## src/rtl/entropy_pkg.sv

```systemverilog
// Shared constants, status struct and width helper for the entropy health
// monitor and its output packer.
package entropy_pkg;

    localparam int unsigned RCT_CUTOFF_DEF = 8;
    localparam int unsigned APT_WINDOW_DEF = 64;
    localparam int unsigned APT_CUTOFF_DEF = 48;
    localparam int unsigned WORD_W_DEF     = 8;

    typedef struct packed {
        logic rct_fail;
        logic apt_fail;
        logic alarm;
    } health_status_t;

    // Bits needed for a counter that must hold values 0..max_val inclusive.
    function automatic int unsigned cnt_width(input int unsigned max_val);
        return $clog2(max_val + 1);
    endfunction

endpackage

```

## src/rtl/entropy_packer.sv

```systemverilog
// Packs accepted entropy bits LSB-first into words and presents them on a
// valid/ready output register; a flush empties both stages at once.
module entropy_packer
    import entropy_pkg::*;
#(
    parameter int unsigned WORD_W = WORD_W_DEF
) (
    input  logic              clk,
    input  logic              rst_n,
    input  logic              flush_i,
    input  logic              bit_valid_i,
    input  logic              bit_i,
    input  logic              word_ready_i,
    output logic [WORD_W-1:0] word_data_o,
    output logic              word_valid_o
);

    localparam int unsigned IDX_W = cnt_width(WORD_W);
    localparam logic [IDX_W-1:0] IDX_FULL = IDX_W'(WORD_W);

    logic [WORD_W-1:0] sr_q, sr_d;
    logic [WORD_W-1:0] out_q, out_d;
    logic [IDX_W-1:0]  idx_q, idx_d;
    logic              valid_q, valid_d;
    logic              sr_full, out_free, move;
    logic [IDX_W-1:0]  wr_idx;
    logic [WORD_W-1:0] sr_base;

    // Handshake: word_valid_o rises only with a complete word, then word_data_o
    // holds unchanged until a cycle with word_ready_i high; only flush_i may
    // drop word_valid_o without that transfer.
    always_comb begin
        sr_d     = sr_q;
        out_d    = out_q;
        idx_d    = idx_q;
        valid_d  = valid_q;
        sr_full  = (idx_q == IDX_FULL);
        out_free = !valid_q || word_ready_i;
        move     = sr_full && out_free;
        wr_idx   = move ? '0 : idx_q;
        sr_base  = move ? '0 : sr_q;

        if (valid_q && word_ready_i) begin
            valid_d = 1'b0;
        end
        if (move) begin
            out_d   = sr_q;
            valid_d = 1'b1;
            sr_d    = '0;
            idx_d   = '0;
        end
        // A full shift register with a busy output stage drops the bit.
        if (bit_valid_i && (!sr_full || move)) begin
            sr_d  = sr_base | (WORD_W'(bit_i) << wr_idx);
            idx_d = wr_idx + IDX_W'(1);
        end
    end

    always_ff @(posedge clk) begin
        if (!rst_n || flush_i) begin
            sr_q    <= '0;
            out_q   <= '0;
            idx_q   <= '0;
            valid_q <= 1'b0;
        end else begin
            sr_q    <= sr_d;
            out_q   <= out_d;
            idx_q   <= idx_d;
            valid_q <= valid_d;
        end
    end

    assign word_data_o  = out_q;
    assign word_valid_o = valid_q;

endmodule

```

## src/rtl/entropy_health_monitor.sv

```systemverilog
// Runs repetition-count and adaptive-proportion health tests on a raw
// entropy bit stream, packs healthy bits into words, and latches an alarm.
module entropy_health_monitor
    import entropy_pkg::*;
#(
    parameter int unsigned RCT_CUTOFF = RCT_CUTOFF_DEF,
    parameter int unsigned APT_WINDOW = APT_WINDOW_DEF,
    parameter int unsigned APT_CUTOFF = APT_CUTOFF_DEF,
    parameter int unsigned WORD_W     = WORD_W_DEF
) (
    input  logic              clk,
    input  logic              rst_n,
    input  logic              entropy_valid,
    input  logic              entropy_bit,
    input  logic              clear_alarm,
    output logic [WORD_W-1:0] word_data,
    output logic              word_valid,
    input  logic              word_ready,
    output logic              rct_fail,
    output logic              apt_fail,
    output logic              alarm
);

    localparam int unsigned RCT_W = cnt_width(RCT_CUTOFF);
    localparam int unsigned APT_W = cnt_width(APT_WINDOW);
    localparam logic [RCT_W-1:0] RCT_MAX = RCT_W'(RCT_CUTOFF);
    localparam logic [APT_W-1:0] APT_WIN = APT_W'(APT_WINDOW);
    localparam logic [APT_W-1:0] APT_CUT = APT_W'(APT_CUTOFF);

    logic             last_bit_q, last_bit_d;
    logic             have_last_q, have_last_d;
    logic [RCT_W-1:0] run_q, run_d, run_inc;
    logic             apt_ref_q, apt_ref_d;
    logic [APT_W-1:0] apt_n_q, apt_n_d, apt_n_inc;
    logic [APT_W-1:0] apt_cnt_q, apt_cnt_d, apt_cnt_inc;
    health_status_t   status_q, status_d;
    logic             accept, rct_hit, apt_hit;

    // A sample arriving together with clear_alarm is discarded entirely.
    assign accept      = entropy_valid && !clear_alarm;
    assign run_inc     = run_q + RCT_W'(1);
    assign apt_n_inc   = apt_n_q + APT_W'(1);
    assign apt_cnt_inc = apt_cnt_q + APT_W'(1);

    always_comb begin
        last_bit_d  = last_bit_q;
        have_last_d = have_last_q;
        run_d       = run_q;
        apt_ref_d   = apt_ref_q;
        apt_n_d     = apt_n_q;
        apt_cnt_d   = apt_cnt_q;
        rct_hit     = 1'b0;
        apt_hit     = 1'b0;

        if (accept) begin
            last_bit_d  = entropy_bit;
            have_last_d = 1'b1;
            if (have_last_q && (entropy_bit == last_bit_q)) begin
                if (run_q != RCT_MAX) begin
                    run_d   = run_inc;
                    rct_hit = (run_inc == RCT_MAX);
                end
            end else begin
                run_d = RCT_W'(1);
            end

            // Sample counter at 0 (fresh) or at the window length opens a new window.
            if ((apt_n_q == '0) || (apt_n_q == APT_WIN)) begin
                apt_n_d   = APT_W'(1);
                apt_ref_d = entropy_bit;
                apt_cnt_d = APT_W'(1);
                apt_hit   = (APT_CUT == APT_W'(1));
            end else begin
                apt_n_d = apt_n_inc;
                if ((entropy_bit == apt_ref_q) && (apt_cnt_q != APT_CUT)) begin
                    apt_cnt_d = apt_cnt_inc;
                    apt_hit   = (apt_cnt_inc == APT_CUT);
                end
            end
        end
    end

    always_comb begin
        status_d          = status_q;
        status_d.rct_fail = rct_hit;
        status_d.apt_fail = apt_hit;
        status_d.alarm    = status_q.alarm | rct_hit | apt_hit;
    end

    always_ff @(posedge clk) begin
        if (!rst_n || clear_alarm) begin
            last_bit_q  <= 1'b0;
            have_last_q <= 1'b0;
            run_q       <= '0;
            apt_ref_q   <= 1'b0;
            apt_n_q     <= '0;
            apt_cnt_q   <= '0;
            status_q    <= '0;
        end else begin
            last_bit_q  <= last_bit_d;
            have_last_q <= have_last_d;
            run_q       <= run_d;
            apt_ref_q   <= apt_ref_d;
            apt_n_q     <= apt_n_d;
            apt_cnt_q   <= apt_cnt_d;
            status_q    <= status_d;
        end
    end

    entropy_packer #(
        .WORD_W (WORD_W)
    ) u_packer (
        .clk          (clk),
        .rst_n        (rst_n),
        .flush_i      (clear_alarm | rct_hit | apt_hit),
        .bit_valid_i  (accept && !status_q.alarm),
        .bit_i        (entropy_bit),
        .word_ready_i (word_ready),
        .word_data_o  (word_data),
        .word_valid_o (word_valid)
    );

    assign rct_fail = status_q.rct_fail;
    assign apt_fail = status_q.apt_fail;
    assign alarm    = status_q.alarm;

endmodule
```

## config.mk

```make
export PLATFORM = sky130hd
export DESIGN_NAME = entropy_health_monitor
export DESIGN_NICKNAME = d
export VERILOG_FILES = /design/src/rtl/entropy_pkg.sv /design/src/rtl/entropy_packer.sv /design/src/rtl/entropy_health_monitor.sv
export SDC_FILE = /design/constraint.sdc
export NUM_CORES = 1
export LEC_CHECK = 0
export ABC_CLOCK_PERIOD_IN_PS = 2600
export BUFFER_PORTS_ARGS = -buffer_cell sky130_fd_sc_hd__buf_2
export CORE_ASPECT_RATIO = 1.4
export CORE_MARGIN = 2
export CORE_UTILIZATION = 48
export DETAILED_ROUTE_END_ITERATION = 10
export GPL_ROUTABILITY_DRIVEN = 0
export PLACE_DENSITY = 0.72
export SYNTH_ARGS = -nofsm -noshare
export SYNTH_HDL_FRONTEND = slang
export SYNTH_SLANG_ARGS = --single-unit
```

## constraint.sdc

```tcl
create_clock -name clk -period 2.6 [get_ports clk]
set_input_delay 0.52 -clock clk [delete_from_list [all_inputs] [get_ports clk]]
set_output_delay 0.52 -clock clk [all_outputs]
set_load 0.02 [all_outputs]
```

Yosys cells after proc, flatten, opt, wreduce, memory -nomap -nowiden
Index checks and enable logic that the tools add are counted.
- logic and storage cells: 72
- register bits: 45
- eq/ne operators: 9
- bitwise operators: 5
- shift operators: 1
- reduce and logical (&&, ||, !) cells: 23
- add/sub/neg operators: 4
- mux-type cells: 17
- operators with widths (operator ; number):
    $mux 7 ; 3
    $mux 4 ; 4
    $mux 8 ; 2
    $add 7x1->7 const B ; 2
    $add 4x1->4 const B ; 2
    $eq 4x4->1 const B ; 2
    $mux 1 ; 8
    $or 8x8->8 ; 1
    $shl 1x4->8 ; 1
    $eq 7x6->1 const B ; 1
    $eq 7x7->1 const B ; 1
    $logic_and 1x1->1 ; 7
    $logic_not 7->1 ; 1
    $ne 7x6->1 const B ; 1
    $reduce_and 2->1 ; 3
    $logic_not 1->1 ; 5
    $logic_or 1x1->1 ; 5
    $ne 4x4->1 const B ; 1
    $or 1x1->1 ; 4
    $reduce_bool 2->1 ; 2
    $eq 1x1->1 ; 2
    $ne 2x1->1 const B ; 1

Logic depth before layout (Yosys ltp)
- depth after elaboration: 8
- depth in mapped cells: 8

Cells and area by module
A second synthesis with hierarchy kept.
- cell total of the unflattened synthesis: 258
- area, all modules: 2227.1 um^2
- by module, submodules not included (module ; sequential area each (um^2) ; cells an instance ; area an instance (um^2) ; times used):
    entropy_health_monitor ; 460.4 ; 150 ; 1285.0 ; 1
    entropy_packer ; 420.4 ; 108 ; 942.2 ; 1

Least setup slack after synthesis
OpenSTA, ideal clock, no wires.
- kind: in2reg
- start point: input entropy_valid
- end point: register u_packer.idx_q[0]
- stages on the path: 8
- slack: 0.547 ns
- setup time: 0.118 ns
- arrival: 1.935 ns
- path through: buf_2 > nand2b_1 > buf_4 > a21o_1 > a211o_2 > o311ai_4 > buf_6 > nor2_1
- word-level cells in the longest chain between the ends: 5
- elaborated cells between the ends (all ways): 9
- those cells by class: 3 x mux; 2 x bitwise; 4 x reduce/logical
- ends and longest elaborated chain (element ; RTL line ; source):
    from (decl) ; entropy_health_monitor.sv:13 ; input logic entropy_valid,
    $logic_and 1x1->1 * ; entropy_health_monitor.sv:40 ; assign accept = entropy_valid && !clear_alarm;
    $mux 1 ; entropy_health_monitor.sv:55 ; if (accept) begin
    $or 1x1->1 (2 in a row) ; entropy_health_monitor.sv:115 ; .flush_i (clear_alarm | rct_hit | apt_hit),
    $logic_or 1x1->1 ; entropy_packer.sv:60 ; if (!rst_n || flush_i) begin
    to (signal assigned) ; entropy_packer.sv:68 ; idx_q <= idx_d;
    to (decl) ; entropy_packer.sv:23 ; logic [IDX_W-1:0] idx_q, idx_d;
Mark *: on every way between the ends. The rest lies on a longest branch, timed or not.
A chain may end at the register's enable or synchronous reset.

Worst setup path after layout
- start point: register apt_cnt_q[0]
- end point: register u_packer.idx_q[1]
- word-level cells in the longest chain between the ends: 7
- elaborated cells between the ends (all ways): 9
- those cells by class: 1 x add/sub; 2 x eq/ne; 3 x mux; 1 x bitwise; 2 x reduce/logical
- ends and longest elaborated chain (element ; RTL line ; source):
    from (decl) ; entropy_health_monitor.sv:35 ; logic [APT_W-1:0] apt_cnt_q, apt_cnt_d, apt_cnt_inc;
    from (signal assigned) ; entropy_health_monitor.sv:105 ; apt_cnt_q <= apt_cnt_d;
    $add 7x1->7 or $ne 7x6->1 (tied branches) ; entropy_health_monitor.sv:43, entropy_health_monitor.sv:75 ;
    $eq 7x6->1 or $logic_and 1x1->1 (tied branches) ; entropy_health_monitor.sv:77, entropy_health_monitor.sv:75 ;
    $mux 1 * ; entropy_health_monitor.sv:75 ; if ((entropy_bit == apt_ref_q) && (apt_cnt_q != APT_CUT)) begin
    $mux 1 * ; entropy_health_monitor.sv:68 ; if ((apt_n_q == '0) || (apt_n_q == APT_WIN)) begin
    $mux 1 * ; entropy_health_monitor.sv:55 ;
    $or 1x1->1 * ; entropy_health_monitor.sv:115 ;
    $logic_or 1x1->1 * ; entropy_packer.sv:60 ;
Marked as above.

==> flow_summary.json <==
{
  "whs_endpoint": "u_packer.word_data_o[0]",
  "totalWireLength_mm": 4.20,
  "r2r-start": "apt_cnt_q[0]",
  "slew_headroom_pct": 54.2,
  "fillers": 398,
  "multi_input_area_mm2": 0.00116,
  "max_freq_mhz": 441,
  "die_w_um": 60.3,
  "crit_path_top_delay_cell": "o311ai_4",
  "crit_chain": "inv_1, ha_1, or4b_1, o21ai_0, a211o_2, o311ai_4, nor2_1",
  "grt_overflow": 0,
  "p_leak_nw": 0.862,
  "cts_max_path_buffers": 2,
  "drtPass1Iterations": 4,
  "root_buffer": "clkbuf_8",
  "status": "complete, no violations",
  "detail-route-antenna-nets": 0,
  "dr_total_vias": 1793,
  "synth_top_cell_by_area": "dfxtp_1",
  "timing.rr.end": "u_packer.idx_q[1]",
  "period_share_pct": 87.3,
  "cp_top_family": "compound AO/OA/AOI/OAI gates",
  "die_height_um": 82.8,
  "crit_arrival_ns": 2.43,
  "antennaDiodeCount": 0,
  "place_area_mm2": 0.00227,
  "antenna_found_initial": 0,
  "synth-edff-count": 0,
  "cts-htree-levels": 2,
  "async_reset_ff_share_pct": 0,
  "drc_errors": 0,
  "syn_area_per_cell_um2": 8.52,
  "drive_gt1_share_pct": 14.0,
  "die_area_mm2": 0.00500,
  "synthesis.area_mm2": 0.00213,
  "wl_per_cell_um": 12.6,
  "core_area_mm2": 0.00424,
  "finalSetupViolCount": 0,
  "yosysMostFrequentCell": "dfxtp_1",
  "power.density_mw_per_mm2": 543,
  "synth_ff_type": "dfxtp_1",
  "cts_tree": "built",
  "hp-class": "reg -> reg",
  "holdPathStages": 2,
  "slew_violations": 0,
  "path_clk_slew_ns": 0.09,
  "synth.area.top_cells": "dfxtp_1 (41%), nand2_1 (6.2%), ha_1 (5.9%)",
  "yosys-top-cells-count": "dfxtp_1 (44), nand2_1 (35), nor2_1 (30), a21oi_1 (17), inv_1 (11)",
  "cp_num_buf_inv": 1,
  "grt_start_max_net_pins": 19,
  "finalClockSkew_ns": 0.00956,
  "pwr-share-comb_pct": 4.9,
  "post_cts_buffers": 0,
  "synth_top_area_share_pct": 41.3,
  "fin_nets": 287,
  "crit_required_ns": 2.76,
  "endpoint_kind": "register",
  "ys_seq_elements": 44,
  "grt_pass1_wl_mm": 7.27,
  "finalInstanceArea_mm2": 0.00239,
  "floorplan.initialDensity_pct": 50.3,
  "viasPerCell": 5.40,
  "finalHoldViolCount": 0,
  "cts-hold-fix-buffers": 0,
  "rrSetupSlack_ns": 0.33,
  "ys_warn_count": 0,
  "numCtsBuffers": 5,
  "start_kind": "register",
  "path_max_fanout": 16,
  "period_needed_ns": 2.27,
  "first_global_vias": 1605,
  "p_int_w": 0.00102,
  "p_clk_share_pct": 42.4,
  "rows": 28,
  "place_hpwl_mm": 3.01,
  "syn_nets": 266,
  "maxCapViolCount": 0,
  "critPathMaxStageDelay_ns": 0.64,
  "peakVddDrop_uv": 288,
  "io-pin-count": 18,
  "cts_resized": 0,
  "whs_ns": 0.452,
  "synth.distinct_cells": 47,
  "seqCellArea_um2": 881,
  "first_iter_violations": 64,
  "seq_area_frac_synth_pct": 41.3,
  "insertion_delay_ns": 0.30,
  "port_buffers": 17,
  "ff2ff_path_depth": 7,
  "grt_usage_pct": 18.9,
  "clock_sinks": 44,
  "worstMarginPinSlew_ns": 0.685,
  "finalSetupTns_ns": 0,
  "switching_power_w": 0.000283,
  "startpoint": "apt_cnt_q[0]",
  "rsz0062_at_grt": "false",
  "hp-start": "u_packer.word_data_o[0]",
  "seq_power_share_pct": 52.7,
  "crit_type": "reg -> reg",
  "syn-instance-count": 250,
  "area_growth_pct": 12.2,
  "switching_share_pct": 21.8
}
worst max path at each step:
stage / cells past startpoint / to / slack [ns]
after detailed placement: 6 / u_packer.idx_q[1] / 0.33
after global routing: 7 / u_packer.word_valid_o / 0.12
after floorplan: 8 / u_packer.idx_q[0] / 0.55
after CTS: 7 / u_packer.idx_q[1] / 0.34
after global placement: 6 / u_packer.idx_q[2] / 0.37
final: 7 / u_packer.idx_q[1] / 0.33
metrics by stage:
step | power (W) | setup WS, ns | utilization (%) | cells
6_report | 0.00130 | 0.331 | 56.4 | 332
5_1_grt | 0.00135 | 0.118 | 56.4 | 332
4_1_cts | 0.00132 | 0.338 | 56.4 | 332
3_5_place_dp | 0.000764 | 0.332 | 53.5 | 324
3_3_place_gp | 0.000763 | 0.366 | 53.5 | 324
2_1_floorplan | 0.000747 | 0.547 | - | 250
metal layers:
layer	GRT usage (%)	part of all wire, %	vias to the layer above
li1	-	-	924
met1	21.9	43	832
met2	31.6	52	31
met3	5.14	3.2	6
met4	7.88	2.0	0
met5	0	0	-
worst reg2reg max path: cells and delay by family (launching register included):
kind / cells / cell delay, ns
and+or+nand+nor: 2 / 0.28
buffers and inverters: 1 / 0.09
DFF: 1 / 0.41
adders and majority gates: 1 / 0.20
AOI/OAI and AO/OA: 3 / 1.16
logic make-up (layout without fill, tap and decap cells):
logic type / after synthesis / after routing / share of synthesized area [%]
buffers and inverters: 18 / 40 / 4.35
flip-flops: 44 / 44 / 41.3
AND/OR/NAND/NOR: 112 / 112 / 26.0
multiplexers: 4 / 4 / 1.94
adder cells (fa/ha/maj): 10 / 10 / 5.87
AO/OA/AOI/OAI: 52 / 52 / 16.4
XOR/XNOR: 10 / 10 / 4.11
power by group through the flow:
stage / Clock (W) / Combinational, W / Sequential (W)
2_1_floorplan: 0 / 0.0000483 / 0.000698
3_3_place_gp: 0 / 0.0000630 / 0.000700
3_5_place_dp: 0 / 0.0000638 / 0.000700
4_1_cts: 0.000571 / 0.0000644 / 0.000684
5_1_grt: 0.000591 / 0.0000729 / 0.000685
6_report: 0.000551 / 0.0000639 / 0.000684
area by class of cell:
type	instances	area share [%]
Clock buffer	6	3.45
Clock inverter	2	1.62
Inverter	11	1.73
Multi-Input combinational cell	188	48.4
Sequential cell	44	36.8
Tap cell	60	3.14
Timing Repair Buffer	21	4.81
registers in the layout, summed over array words and instances (netlist names):
name / count
have_last_q: 1
apt_ref_q: 1
u_packer.sr_q: 8
alarm: 1
apt_fail: 1
apt_n_q: 6
u_packer.word_data_o: 8
apt_cnt_q: 7
u_packer.idx_q: 4
last_bit_q: 1
u_packer.word_valid_o: 1
run_q: 4
rct_fail: 1
placed cells by master (no fill, tap or decap), types with 2 or more instances in the layout:
cell      count
xor2_1        6
nand3b_1      2
nor4_1        9
o21ai_0       9
nand3_1       7
a211oi_1      2
dfxtp_1      44
clkbuf_8      6
a31oi_1       7
buf_2        17
nor2_1       30
xnor2_1       4
inv_1        11
mux2i_1       3
a21o_1        2
ha_1         10
nor2b_1       5
nand2b_1      4
buf_4         4
nand2_1      35
or3_1         3
a41oi_1       2
nand4_1       3
a21oi_1      17
a22oi_1       5
or2_2         4
(Power assumes the default switching activity.)
